===== src/rtl/alu_seq_ctrl_pkg.sv =====
// Shared definitions for the accumulator sequencer: opcodes, controller states
// and instruction field positions.
package alu_seq_ctrl_pkg;

  localparam int unsigned INSTR_W  = 9;
  localparam int unsigned OP_MSB   = 8;
  localparam int unsigned OP_LSB   = 5;
  localparam int unsigned T_BIT    = 4;
  localparam int unsigned IMMI_MSB = 4;
  localparam int unsigned RS_MSB   = 3;

  typedef enum logic [3:0] {
    kADD = 4'h0,
    kSUB = 4'h1,
    kAND = 4'h2,
    kOR  = 4'h3,
    kXOR = 4'h4,
    kSHL = 4'h5,
    kSHR = 4'h6,
    kNOT = 4'h7,
    kGST = 4'h8,
    kLRS = 4'h9,
    kACC = 4'hA,
    kBRC = 4'hB,
    kHLT = 4'hF
  } op_mne;

  typedef enum logic [1:0] {
    IDLE  = 2'd0,
    FETCH = 2'd1,
    EXEC  = 2'd2,
    DONE  = 2'd3
  } ctrl_state_e;

endpackage


===== src/rtl/alu_seq_decode.sv =====
// Combinational instruction decode: ALU control fields, write-back target and
// branch/halt classification.
module alu_seq_decode
  import alu_seq_ctrl_pkg::*;
(
  input  logic [INSTR_W-1:0] i_instr,
  output logic [3:0]         o_alu_op,
  output logic               o_alu_t,
  output logic [4:0]         o_alu_immi,
  output logic [3:0]         o_alu_immx,
  output logic [3:0]         o_rf_waddr,
  output logic               o_wb_en,
  output logic               o_is_halt,
  output logic               o_is_branch
);

  logic [3:0] w_op;
  logic [3:0] w_rs;
  logic       w_t;

  always_comb begin
    w_op        = i_instr[OP_MSB:OP_LSB];
    w_rs        = i_instr[RS_MSB:0];
    w_t         = i_instr[T_BIT];
    o_alu_op    = w_op;
    o_alu_t     = w_t;
    o_alu_immi  = i_instr[IMMI_MSB:0];
    o_alu_immx  = w_rs;
    o_rf_waddr  = '0;
    o_wb_en     = 1'b0;
    o_is_halt   = 1'b0;
    o_is_branch = 1'b0;
    case (w_op)
      kADD, kSUB, kAND, kOR, kXOR, kSHL, kSHR, kNOT: o_wb_en = 1'b1;
      kGST: begin
        o_wb_en = 1'b1;
        if (w_t) o_rf_waddr = w_rs;
      end
      kLRS: begin
        o_wb_en    = 1'b1;
        o_rf_waddr = w_rs;
      end
      // I-format: bit 4 belongs to the immediate, so T is forced low
      kACC: begin
        o_wb_en = 1'b1;
        o_alu_t = 1'b0;
      end
      kBRC: begin
        o_is_branch = 1'b1;
        o_alu_t     = 1'b0;
      end
      kHLT:    o_is_halt = 1'b1;
      default: ;
    endcase
  end

endmodule


===== src/rtl/alu_seq_ctrl.sv =====
// Multi-cycle FETCH/EXEC sequencer for the 8-bit accumulator datapath with a
// START/ACK run handshake and an instruction-count watchdog.
module alu_seq_ctrl
  import alu_seq_ctrl_pkg::*;
#(
  parameter int unsigned      PC_W      = 8,
  parameter logic [PC_W-1:0]  START_PC  = '0,
  parameter int unsigned      CNT_W     = 16,
  parameter logic [CNT_W-1:0] MAX_INSTR = CNT_W'(16'hFFFF)
) (
  input  logic               CLK,
  input  logic               RESET_N,
  input  logic               START,
  output logic               ACK,
  output logic               TIMEOUT,
  output logic [PC_W-1:0]    IMEM_ADDR,
  input  logic [INSTR_W-1:0] IMEM_DATA,
  output logic [3:0]         RF_RADDR,
  output logic [3:0]         RF_WADDR,
  output logic               RF_WE,
  output logic [3:0]         ALU_OP,
  output logic               ALU_T,
  output logic [4:0]         ALU_IMMI,
  output logic [3:0]         ALU_IMMX,
  input  logic [3:0]         ALU_BOFFSET,
  input  logic               ALU_BSIGN,
  output logic [CNT_W-1:0]   INSTR_CNT
);

  ctrl_state_e        r_state;
  ctrl_state_e        w_state_nxt;
  logic [PC_W-1:0]    r_pc;
  logic [PC_W-1:0]    w_pc_nxt;
  logic [PC_W-1:0]    w_boff;
  logic [CNT_W-1:0]   r_cnt;
  logic [CNT_W-1:0]   w_cnt_inc;
  logic [INSTR_W-1:0] r_instr;
  logic               r_timeout;
  logic               w_wdog;
  logic               w_wb_en;
  logic               w_is_halt;
  logic               w_is_branch;

  alu_seq_decode u_decode (
    .i_instr     (r_instr),
    .o_alu_op    (ALU_OP),
    .o_alu_t     (ALU_T),
    .o_alu_immi  (ALU_IMMI),
    .o_alu_immx  (ALU_IMMX),
    .o_rf_waddr  (RF_WADDR),
    .o_wb_en     (w_wb_en),
    .o_is_halt   (w_is_halt),
    .o_is_branch (w_is_branch)
  );

  always_comb begin
    w_cnt_inc = (r_cnt == '1) ? r_cnt : r_cnt + 1'b1;
    w_wdog    = (w_cnt_inc >= MAX_INSTR);
    w_boff    = PC_W'(ALU_BOFFSET);
    if (w_is_branch) begin
      w_pc_nxt = ALU_BSIGN ? (r_pc - w_boff) : (r_pc + w_boff);
    end else begin
      w_pc_nxt = r_pc + 1'b1;
    end
  end

  always_comb begin
    w_state_nxt = r_state;
    ACK         = 1'b0;
    RF_WE       = 1'b0;
    case (r_state)
      IDLE:  if (START) w_state_nxt = FETCH;
      FETCH: w_state_nxt = EXEC;
      EXEC: begin
        RF_WE       = w_wb_en;
        w_state_nxt = (w_is_halt || w_wdog) ? DONE : FETCH;
      end
      DONE: begin
        ACK = 1'b1;
        if (!START) w_state_nxt = IDLE;
      end
      default: w_state_nxt = IDLE;
    endcase
  end

  always_ff @(posedge CLK or negedge RESET_N) begin
    if (!RESET_N) begin
      r_state   <= IDLE;
      r_pc      <= START_PC;
      r_cnt     <= '0;
      r_instr   <= '0;
      r_timeout <= 1'b0;
    end else begin
      r_state <= w_state_nxt;
      case (r_state)
        IDLE: begin
          if (START) begin
            r_pc      <= START_PC;
            r_cnt     <= '0;
            r_timeout <= 1'b0;
          end
        end
        FETCH: r_instr <= IMEM_DATA;
        EXEC: begin
          r_cnt <= w_cnt_inc;
          if (!w_is_halt) r_pc <= w_pc_nxt;
          if (w_wdog) r_timeout <= 1'b1;
        end
        default: ;
      endcase
    end
  end

  assign IMEM_ADDR = r_pc;
  assign RF_RADDR  = r_instr[RS_MSB:0];
  assign TIMEOUT   = r_timeout;
  assign INSTR_CNT = r_cnt;

endmodule


===== config.mk =====
export PLATFORM = sky130hd
export DESIGN_NAME = alu_seq_ctrl
export DESIGN_NICKNAME = d
export VERILOG_FILES = /design/src/rtl/alu_seq_ctrl_pkg.sv /design/src/rtl/alu_seq_decode.sv /design/src/rtl/alu_seq_ctrl.sv
export SDC_FILE = /design/constraint.sdc
export NUM_CORES = 1
export LEC_CHECK = 0
export ABC_AREA = 1
export CAP_MARGIN = 20
export CORE_MARGIN = 4
export CORE_UTILIZATION = 35
export CTS_CLUSTER_DIAMETER = 200
export DETAILED_ROUTE_END_ITERATION = 8
export PLACE_DENSITY = 0.69
export SYNTH_ARGS = -nofsm -noshare
export SYNTH_HDL_FRONTEND = slang
export SYNTH_HIERARCHICAL = 1
export SYNTH_SLANG_ARGS = --single-unit

===== constraint.sdc =====
create_clock -name CLK -period 4.29 [get_ports CLK]
set_input_delay 0.429 -clock CLK [delete_from_list [all_inputs] [get_ports CLK]]
set_output_delay 0.429 -clock CLK [all_outputs]
set_load 0.005 [all_outputs]

==> results of run 1 <==
power breakdown:
part	internal [mW]	switching [mW]	total [mW]
Clock	0.172	0.136	0.308
Sequential	0.431	0.113	0.544
Combinational	0.380	0.401	0.781
kinds of logic (layout without fill, tap and decap cells):
group	count (synthesis)	after routing	share of synthesized area
simple gates	194	194	0.339
compound gates	56	56	0.118
buf+inv	71	125	0.128
xor+xnor	3	3	0.0102
flops	36	36	0.348
fa+ha+maj	11	11	0.0561
registers in the layout, indices dropped and copies added (netlist names):
| signal | count |
|---|---|
| TIMEOUT | 1 |
| IMEM_ADDR | 8 |
| r_state | 2 |
| INSTR_CNT | 16 |
| r_instr | 9 |
layout make-up:
| type | count | area [sq um] | share of cell area |
|---|---|---|---|
| inverters | 52 | 195 | 0.0586 |
| repair buffers | 65 | 646 | 0.194 |
| flip-flops and latches | 36 | 901 | 0.270 |
| clock inverters | 3 | 42.5 | 0.0128 |
| clock buffers | 5 | 68.8 | 0.0206 |
| well taps | 99 | 124 | 0.0372 |
| multi-input cells | 264 | 1360 | 0.407 |
worst max-delay path, cell delays in order (launching register included):
cell,delay (ns)
dfrtp_1,0.44
nor2_4,0.23
nand2_2,0.08
nor2_2,0.25
nand2_1,0.10
ha_1,0.22
fa_1,0.39
nor2_1,0.14
o21ai_0,0.08
nand2_1,0.08
nand2_1,0.07
nand2_1,0.06
a21oi_1,0.07
nand2_1,0.06
nand2_1,0.04
o21ai_0,0.14
routing by layer:
layer | routed length [um] | up-vias | track usage | share of wire
met1 | 3080 | 1190 | 0.211 | 0.46
met4 | 82 | 0 | 0.0433 | 0.012
li1 | - | 1291 | - | -
met5 | 0 | - | 0 | 0
met2 | 3200 | 48 | 0.264 | 0.48
met3 | 322 | 7 | 0.0224 | 0.048
cells in the final DEF, fill, tap and decap left out, types with 2 or more instances in the layout:
master / n
nor2_1: 27
clkdlybuf4s50_1: 64
nand2_2: 5
nand2_1: 108
o22ai_1: 11
xor2_1: 3
o21ai_1: 3
nand3_1: 30
clkbuf_8: 5
ha_1: 10
nor3_1: 2
nor2_2: 8
a21oi_1: 17
inv_2: 4
nor2_4: 4
nand4_1: 5
inv_1: 47
o21ai_0: 20
dfrtp_1: 36
synth_stat cells, types with 8 or more instances:
| library cell | n | area share |
|---|---|---|
| a21oi_1 | 17 | 0.033 |
| nor2_2 | 8 | 0.019 |
| o22ai_1 | 11 | 0.027 |
| nor2_1 | 27 | 0.039 |
| ha_1 | 10 | 0.048 |
| nand2_1 | 108 | 0.16 |
| o21ai_0 | 20 | 0.039 |
| buf_4 | 17 | 0.049 |
| dfrtp_1 | 36 | 0.35 |
| inv_1 | 47 | 0.068 |
| nand3_1 | 30 | 0.058 |
through the flow:
stage	cells	power, mW	area (sq um)
5_1_grt	524	1.77	3330
2_1_floorplan	371	1.03	2590
6_report	524	1.63	3330
4_1_cts	524	1.65	3330
3_5_place_dp	516	1.34	3220
3_3_place_gp	516	1.32	3220
worst paths after layout:
| check | end | depth (start not counted) | from |
|---|---|---|---|
| worst max-delay path | IMEM_ADDR[6] | 15 | r_instr[7] |
| worst min-delay path | INSTR_CNT[12] | 1 | RESET_N |
| worst max register to register | IMEM_ADDR[6] | 15 | r_instr[7] |
| worst min register to register | TIMEOUT | 2 | TIMEOUT |
| max in group asynchronous | r_state[1] | 1 | RESET_N |
| min in group CLK | TIMEOUT | 2 | TIMEOUT |
==> out/results.ini, run 1 <==
[run_status]
status=finished clean

[drt]
via_per_inst=4.84
drt_pass1_iterations=4
routed_wl_mm=6.69
drt-initial-drc-count=144
drc=0
routedWlPerCell_um=12.8
via_count=2536
antenna_left=0

[timing]
fin_ws_ns=1.76
fin_skew_ns=0.00843
finalHoldViolCount=0
fin_crit_sh=0.590
period_needed_ns=2.53
grt_setup_unrepaired=false
slew_violations=0
slew_headroom=0.375
fin_setup_tns_ns=0
timing.hold.ws_ns=0.263
tightest_slew_ns=0.938
fmax_mhz=395
setup_viol=0

[die]
ios=66
die_y_um=94
initial_core_util=0.359
rows=31
die_w_um=94
core_area_sq_um=7210
die_area_sq_um=8840

[setup_path]
setup.worst_path.end_class=register
worstPathRequired_ns=4.51
worst-setup-path-type=register to register
arrival_ns=2.75
r2r_slack_ns=1.76
crit_path_max_fanout=9
start_kind=register

[global_route]
track_usage=0.157
grt_overflow=0
grt_pass1_wl_mm=11.2
grt_max_degree=37
grt_pass1_vias=2351
antenna_found_initial=0

[yosys]
syn_nets=399
ys_ff_latch=36
synth.avg_cell_area_sq_um=6.98
ys_warn_count=6
synth_edf_count=0
synth_top_flop_cell=dfrtp_1
seq_area_frac_synth=0.348
ys_types=32
netlist_area_sq_um=2590
async_reset_ff_frac=1.00
syn-instance-count=371

[cts]
hold_buffers=0
clk_pin_slew_ns=0.08
insertion_delay_ns=0.29
clockBufferDepth=2
numCtsBuffers=5
root_buffer=clkbuf_8
cts_tree=done
htree_levels=2
cts_sinks=36
postCtsSetupBuffers=0
cts.repair.resized=0

[worst_hold_path]
hold_path.class=input pin to async pin

[placed_design]
place_congestion=0.854
dp_hpwl_mm=5.16
dpl_worst_slack_ns=1.55
io_buffers=65

[power_and_ir_drop]
vdd_drop_max_mv=0.266
power_density_nw_per_um2=490
p_leak_nw=1.57

[flow_run]
drv_cap=0

[finish]
drive_gt1_frac=0.0800
final_nets=452
n_antenna_cell=0
fill_cells=764
utilization=0.462
syn_to_final_growth_pct=28.8

(Power assumes the default switching activity.)
==> inputs of run 2 (changes only) <==
- PLACE_DENSITY: 0.69 -> 0.72
- clock period: 4.29 -> 2.1 ns (I/O delays scaled with it)
==> out/results.ini, run 2 (synthesized netlist as in run 1, its figures left out) <==
[setup_path]
worst-setup-path-type=input pin to register  ; was register to register
worstPathRequired_ns=2.28  ; was 4.51 ns
arrival_ns=2.29  ; was 2.75 ns
crit_path_max_fanout=3  ; was 9
start_kind=input pin  ; was register
r2r_slack_ns=0.01  ; was 1.76 ns
setup.worst_path.end_class=register  ; unchanged

[die]
core_area_sq_um=7210  ; unchanged
die_y_um=94  ; unchanged
rows=31  ; unchanged
die_w_um=94  ; unchanged
initial_core_util=0.359  ; unchanged
ios=66  ; unchanged
die_area_sq_um=8840  ; unchanged

[drt]
via_count=2566  ; was 2536
antenna_left=0  ; unchanged
wl_met1_mm=3.07  ; was 3.08 mm
drc=0  ; unchanged
via_per_inst=4.71  ; was 4.84
top_signal_layer_used=met4  ; unchanged
drt_pass1_iterations=4  ; unchanged
met3_length_um=232  ; was 322 um
routed_wl_mm=6.63  ; was 6.69 mm
routedWlPerCell_um=12.2  ; was 12.8 um
drt-initial-drc-count=124  ; was 144
wl_met2_mm=3.25  ; was 3.20 mm

[placed_design]
dp_hpwl_mm=5.12  ; was 5.16 mm
place_congestion=0.897  ; was 0.854
io_buffers=65  ; unchanged

[global_route]
grt_pass1_vias=2337  ; was 2351
grt_overflow=0  ; unchanged
grt_pass1_wl_mm=10.7  ; was 11.2 mm
track_usage=0.150  ; was 0.157
antenna_found_initial=0  ; unchanged
grt_max_degree=37  ; unchanged

[run_status]
failed_checks=negative setup slack
status=finished, violations left  ; was finished clean

[finish]
largest_reg_flops=16  ; unchanged
final_nets=473  ; was 452
n_antenna_cell=0  ; unchanged
seq_area_sq_um=901  ; unchanged
fill_cells=712  ; was 764
multi_input_area_sq_um=1410  ; was 1360 sq um
most-common-layout-cells=107 x nand2_1, 63 x clkdlybuf4s50_1, 46 x inv_1  ; was 108 x nand2_1, 64 x clkdlybuf4s50_1, 47 x inv_1
syn_to_final_growth_pct=36.2  ; was 28.8%
drive_gt1_frac=0.150  ; was 0.0800
final_common_cell=nand2_1  ; unchanged

[power_and_ir_drop]
p_comb_frac=0.538  ; was 0.478
p_int_mw=2.09  ; was 0.983 mW
clockPowerShare=0.149  ; was 0.188
p_total_mw=3.46  ; was 1.63 mW
power_density_nw_per_um2=982  ; was 490 nW/um^2
vdd_drop_max_mv=0.398  ; was 0.266 mV
seqPwrFrac=0.312  ; was 0.333
p_leak_nw=1.68  ; was 1.57 nW
p_sw_mw=1.37  ; was 0.650 mW
swShare=0.395  ; was 0.398

[timing]
fin_skew_ns=0.00710  ; was 0.00843 ns
period_needed_ns=2.11
grt_setup_unrepaired=true  ; was false
slew_headroom=0.437  ; was 0.375
fin_ws_ns=-0.0135  ; was 1.76 ns
slew_violations=0  ; unchanged
fin_crit_sh=1.01
setup_viol=1  ; was 0
finalHoldViolCount=0  ; unchanged
tightest_slew_ns=0.844  ; was 0.938 ns
fmax_mhz=473
fin_setup_tns_ns=-0.0135  ; was 0 ns

[worst_hold_path]
hold_path.class=input pin to async pin  ; unchanged

[cts]
insertion_delay_ns=0.29  ; about the same
htree_levels=2  ; unchanged
root_buffer=clkbuf_8  ; unchanged
clk_pin_slew_ns=0.07  ; was 0.08 ns
cts_sinks=36  ; unchanged
clockBufferDepth=2  ; unchanged
numCtsBuffers=5  ; unchanged
cts_tree=done  ; unchanged
hold_buffers=0  ; unchanged

[flow_run]
drv_cap=0  ; unchanged

-- run 2: cell count changes in the layout (fill, tap and decap cells not counted), sizes merged --
cell           previous run  this run
clkinv                    2         1
dlymetal6s2s              0         1
clkdlybuf4s50            64        63
bufinv                    1         0
buf                       0        22
clkbuf                    6         7
-- run 2: through the flow --
| step | hold slack (ns) | cells | cell area (sq um) | utilization | worst slack, ns |
|---|---|---|---|---|---|
| final | 0.0251 | 545 | 3530 | 0.489 | -0.0135 |
| after global routing | 0.0876 | 545 | 3530 | 0.489 | -0.163 |
| after CTS | 0.0546 | 545 | 3490 | 0.484 | -0.0690 |
| after detailed placement | 0.368 | 536 | 3390 | 0.470 | -0.377 |
| after global placement | 0.354 | 536 | 3390 | 0.470 | -0.341 |
| after floorplan | -0.0856 | 371 | 2610 | - | -0.00534 |
-- run 2: worst paths after layout --
path | startpoint | to | cells after the start
max reg2reg | r_instr[7] | IMEM_ADDR[6] | 15
max | ALU_BOFFSET[0] | IMEM_ADDR[6] | 17
min reg2reg | TIMEOUT | TIMEOUT | 2
min | RESET_N | INSTR_CNT[15] | 1
max in group asynchronous | RESET_N | r_instr[4] | 1
min in group CLK | IMEM_DATA[6] | r_instr[6] | 3
-- run 2: power by group through the flow --
stage	Sequential, mW	Combinational, mW	Clock, mW
after floorplan	1.08	1.05	0
after global placement	1.09	1.79	0
after detailed placement	1.10	1.82	0
after CTS	1.08	1.85	0.539
after global routing	1.12	2.06	0.569
final	1.08	1.87	0.517
-- run 2: worst max-delay path, stage by stage --
cell and delay (ns):
clkdlybuf4s50_1 0.48, inv_1 0.06, ha_1 0.22, nor2_2 0.11
o21ai_1 0.07, a21oi_1 0.12, ha_1 0.29, inv_2 0.08
nor2_2 0.04, o21ai_1 0.10, nand2_1 0.09, nand2_2 0.07
nand2_1 0.06, a21oi_2 0.13, nand2_1 0.06, nand2_1 0.05
o21ai_1 0.05
-- run 2: timing repair --
action | CTS | global route
setup buffers | 1 | 0
resized for setup | 2 | 11
pin swaps | 3 | 2
setup endpoints to repair | 5 | 6
-- run 2: routing by layer --
layer  global-route usage  vias to the layer above
li1                     -                     1326
met1                0.191                     1191
met2                0.254                       43
met3               0.0288                        6
met4               0.0481                        0
met5                    0                        -
-- run 2: area by class of cell --
type	count	share of cell area
Clock inverter	1	0.00213
Sequential cell	36	0.255
Inverter	52	0.0553
Tap cell	99	0.0351
Multi-Input combinational cell	264	0.399
Timing Repair Buffer	86	0.228
Clock buffer	7	0.0245
==> inputs of run 3 (changes only) <==
- GPL_ROUTABILITY_DRIVEN: unset -> 0
- PLACE_DENSITY: 0.72 -> 0.61
==> out/results.ini, run 3 (synthesized netlist as in run 1, its figures left out) <==
[setup_path]
ff2ff_path_depth=16  ; was 15
cpLargestDelayFamily=simple AND/OR/NAND/NOR gates  ; was buffers and inverters
setup.worst_path.end_class=register  ; unchanged
critPathMostFrequentCell=nand2_1  ; unchanged
rr_endpoint=IMEM_ADDR[6]  ; unchanged
crit_buf_inv=1  ; was 3
reg2reg_from=r_instr[8]  ; was r_instr[7]
r2r_slack_ns=-0.04  ; was 0.01 ns
max_stage_delay_ns=0.37  ; was 0.48 ns
crit_path_max_fanout=4  ; was 3
cp_slowest_cell=dfrtp_1  ; was clkdlybuf4s50_1
start_kind=register  ; was input pin
path_cells=inv_2, nor2_4, nand2_2, nor2_4, nand2_1, ha_2, fa_2, nor2_2, o21ai_1, nand2_1, nand2_2, nand2_2, a21oi_2, nand2_1, nand2_1, o21ai_1  ; was clkdlybuf4s50_1, inv_1, ha_1, nor2_2, o21ai_1, a21oi_1, ha_1, inv_2, nor2_2, o21ai_1, nand2_1, nand2_2, nand2_1, a21oi_2, nand2_1, nand2_1, o21ai_1
worst-setup-path-type=register to register  ; was input pin to register
arrival_ns=2.36  ; was 2.29 ns
worstPathRequired_ns=2.32  ; was 2.28 ns

[die]
core_area_sq_um=7210  ; unchanged
ios=66  ; unchanged
initial_core_util=0.359  ; unchanged
rows=31  ; unchanged
die_area_sq_um=8840  ; unchanged
die_w_um=94  ; unchanged
die_y_um=94  ; unchanged

[finish]
fill_cells=716  ; was 712
syn_to_final_growth_pct=41.6  ; was 36.2%
final_nets=486  ; was 473
n_antenna_cell=0  ; unchanged
most-common-layout-cells=106 x nand2_1, 59 x clkdlybuf4s50_1, 46 x inv_1  ; was 107 x nand2_1, 63 x clkdlybuf4s50_1, 46 x inv_1
final_common_cell=nand2_1  ; unchanged
drive_gt1_frac=0.183  ; was 0.150
utilization=0.508  ; was 0.489
design_area_sq_um=3660  ; was 3530 sq um
finalNonFillerCells=558  ; was 545
largest_reg_flops=16  ; unchanged

[drt]
top_signal_layer_used=met4  ; unchanged
routedWlPerCell_um=12.4  ; was 12.2 um
drt-initial-drc-count=89  ; was 124
drc=0  ; unchanged
antenna_left=0  ; unchanged
routed_wl_mm=6.93  ; was 6.63 mm
via_count=2640  ; was 2566
met3_length_um=353  ; was 232 um
wl_met2_mm=3.32  ; was 3.25 mm
drt_pass1_iterations=4  ; unchanged
wl_met1_mm=3.21  ; was 3.07 mm
via_per_inst=4.73  ; was 4.71

[timing]
period_needed_ns=2.14  ; was 2.11 ns
grt_setup_unrepaired=true  ; unchanged
fin_skew_ns=0.00559  ; was 0.00710 ns
tightest_slew_ns=0.815  ; was 0.844 ns
fmax_mhz=467  ; was 473 MHz
fin_setup_tns_ns=-0.0483  ; was -0.0135 ns
slew_violations=0  ; unchanged
timing.hold.ws_ns=0.0178  ; was 0.0251 ns
finalHoldViolCount=0  ; unchanged
setup_viol=2  ; was 1
fin_crit_sh=1.02  ; was 1.01
fin_ws_ns=-0.0419  ; was -0.0135 ns
slew_headroom=0.456  ; was 0.437

[power_and_ir_drop]
p_total_mw=3.62  ; was 3.46 mW
vdd_drop_max_mv=0.432  ; was 0.398 mV
p_leak_nw=1.81  ; was 1.68 nW
power_density_nw_per_um2=988  ; was 982 nW/um^2

[placed_design]
placed_area_sq_um=3400  ; was 3390 sq um
post-place-cells=537  ; was 536
dpl_worst_slack_ns=-0.387  ; was -0.377 ns
io_buffers=65  ; unchanged
dp_hpwl_mm=5.17  ; was 5.12 mm

[cts]
root_buffer=clkbuf_8  ; unchanged
numCtsBuffers=5  ; unchanged
hold_buffers=0  ; unchanged
clk_pin_slew_ns=0.07  ; about the same
cts_sinks=36  ; unchanged
htree_levels=2  ; unchanged
cts_tree=done  ; unchanged
insertion_delay_ns=0.28  ; was 0.29 ns
clockBufferDepth=2  ; unchanged

[global_route]
antenna_found_initial=0  ; unchanged
grt_max_degree=37  ; unchanged
grt_pass1_vias=2487  ; was 2337
grt_overflow=0  ; unchanged
grt_pass1_wl_mm=11.4  ; was 10.7 mm
track_usage=0.158  ; was 0.150

[flow_run]
drv_cap=0  ; unchanged

[worst_hold_path]
hold_path.class=input pin to async pin  ; unchanged

[run_status]
failed_checks=negative setup slack  ; unchanged
status=finished, violations left  ; unchanged

[run 3: layer usage]
| metal | track usage | vias up |
|---|---|---|
| met2 | 0.254 | 63 |
| met1 | 0.217 | 1225 |
| met4 | 0.0349 | 0 |
| met5 | 0 | - |
| li1 | - | 1348 |
| met3 | 0.0337 | 4 |
[run 3: worst max-delay path by stage]
stage | start | cells past startpoint | endpoint
2_1_floorplan | r_instr[8] | 17 | IMEM_ADDR[6]
6_report | r_instr[8] | 16 | IMEM_ADDR[6]
4_1_cts | r_instr[7] | 16 | IMEM_ADDR[6]
3_3_place_gp | ALU_BOFFSET[1] | 14 | IMEM_ADDR[5]
3_5_place_dp | ALU_BOFFSET[1] | 14 | IMEM_ADDR[5]
5_1_grt | r_instr[8] | 16 | IMEM_ADDR[6]
[run 3: power by group]
part	total (mW)	switching (mW)	internal, mW
Combinational	2.02	0.966	1.06
Sequential	1.09	0.208	0.881
Clock	0.510	0.242	0.268
Total	3.62	1.42	2.20
[run 3: what timing repair did]
item                                    CTS  global route
endpoints found under the setup margin    4            11
gates resized for setup                   8            17
pin swaps                                 6            12
buffers inserted                          6             7
[run 3: cell type report]
cell class / instances / area (sq um) / share of cell area
multi-input cells: 264 / 1440 / 0.393
inverters: 52 / 195 / 0.0533
repair buffers: 99 / 913 / 0.249
well taps: 99 / 124 / 0.0338
clock buffers: 8 / 90.1 / 0.0246
flip-flops and latches: 36 / 901 / 0.246
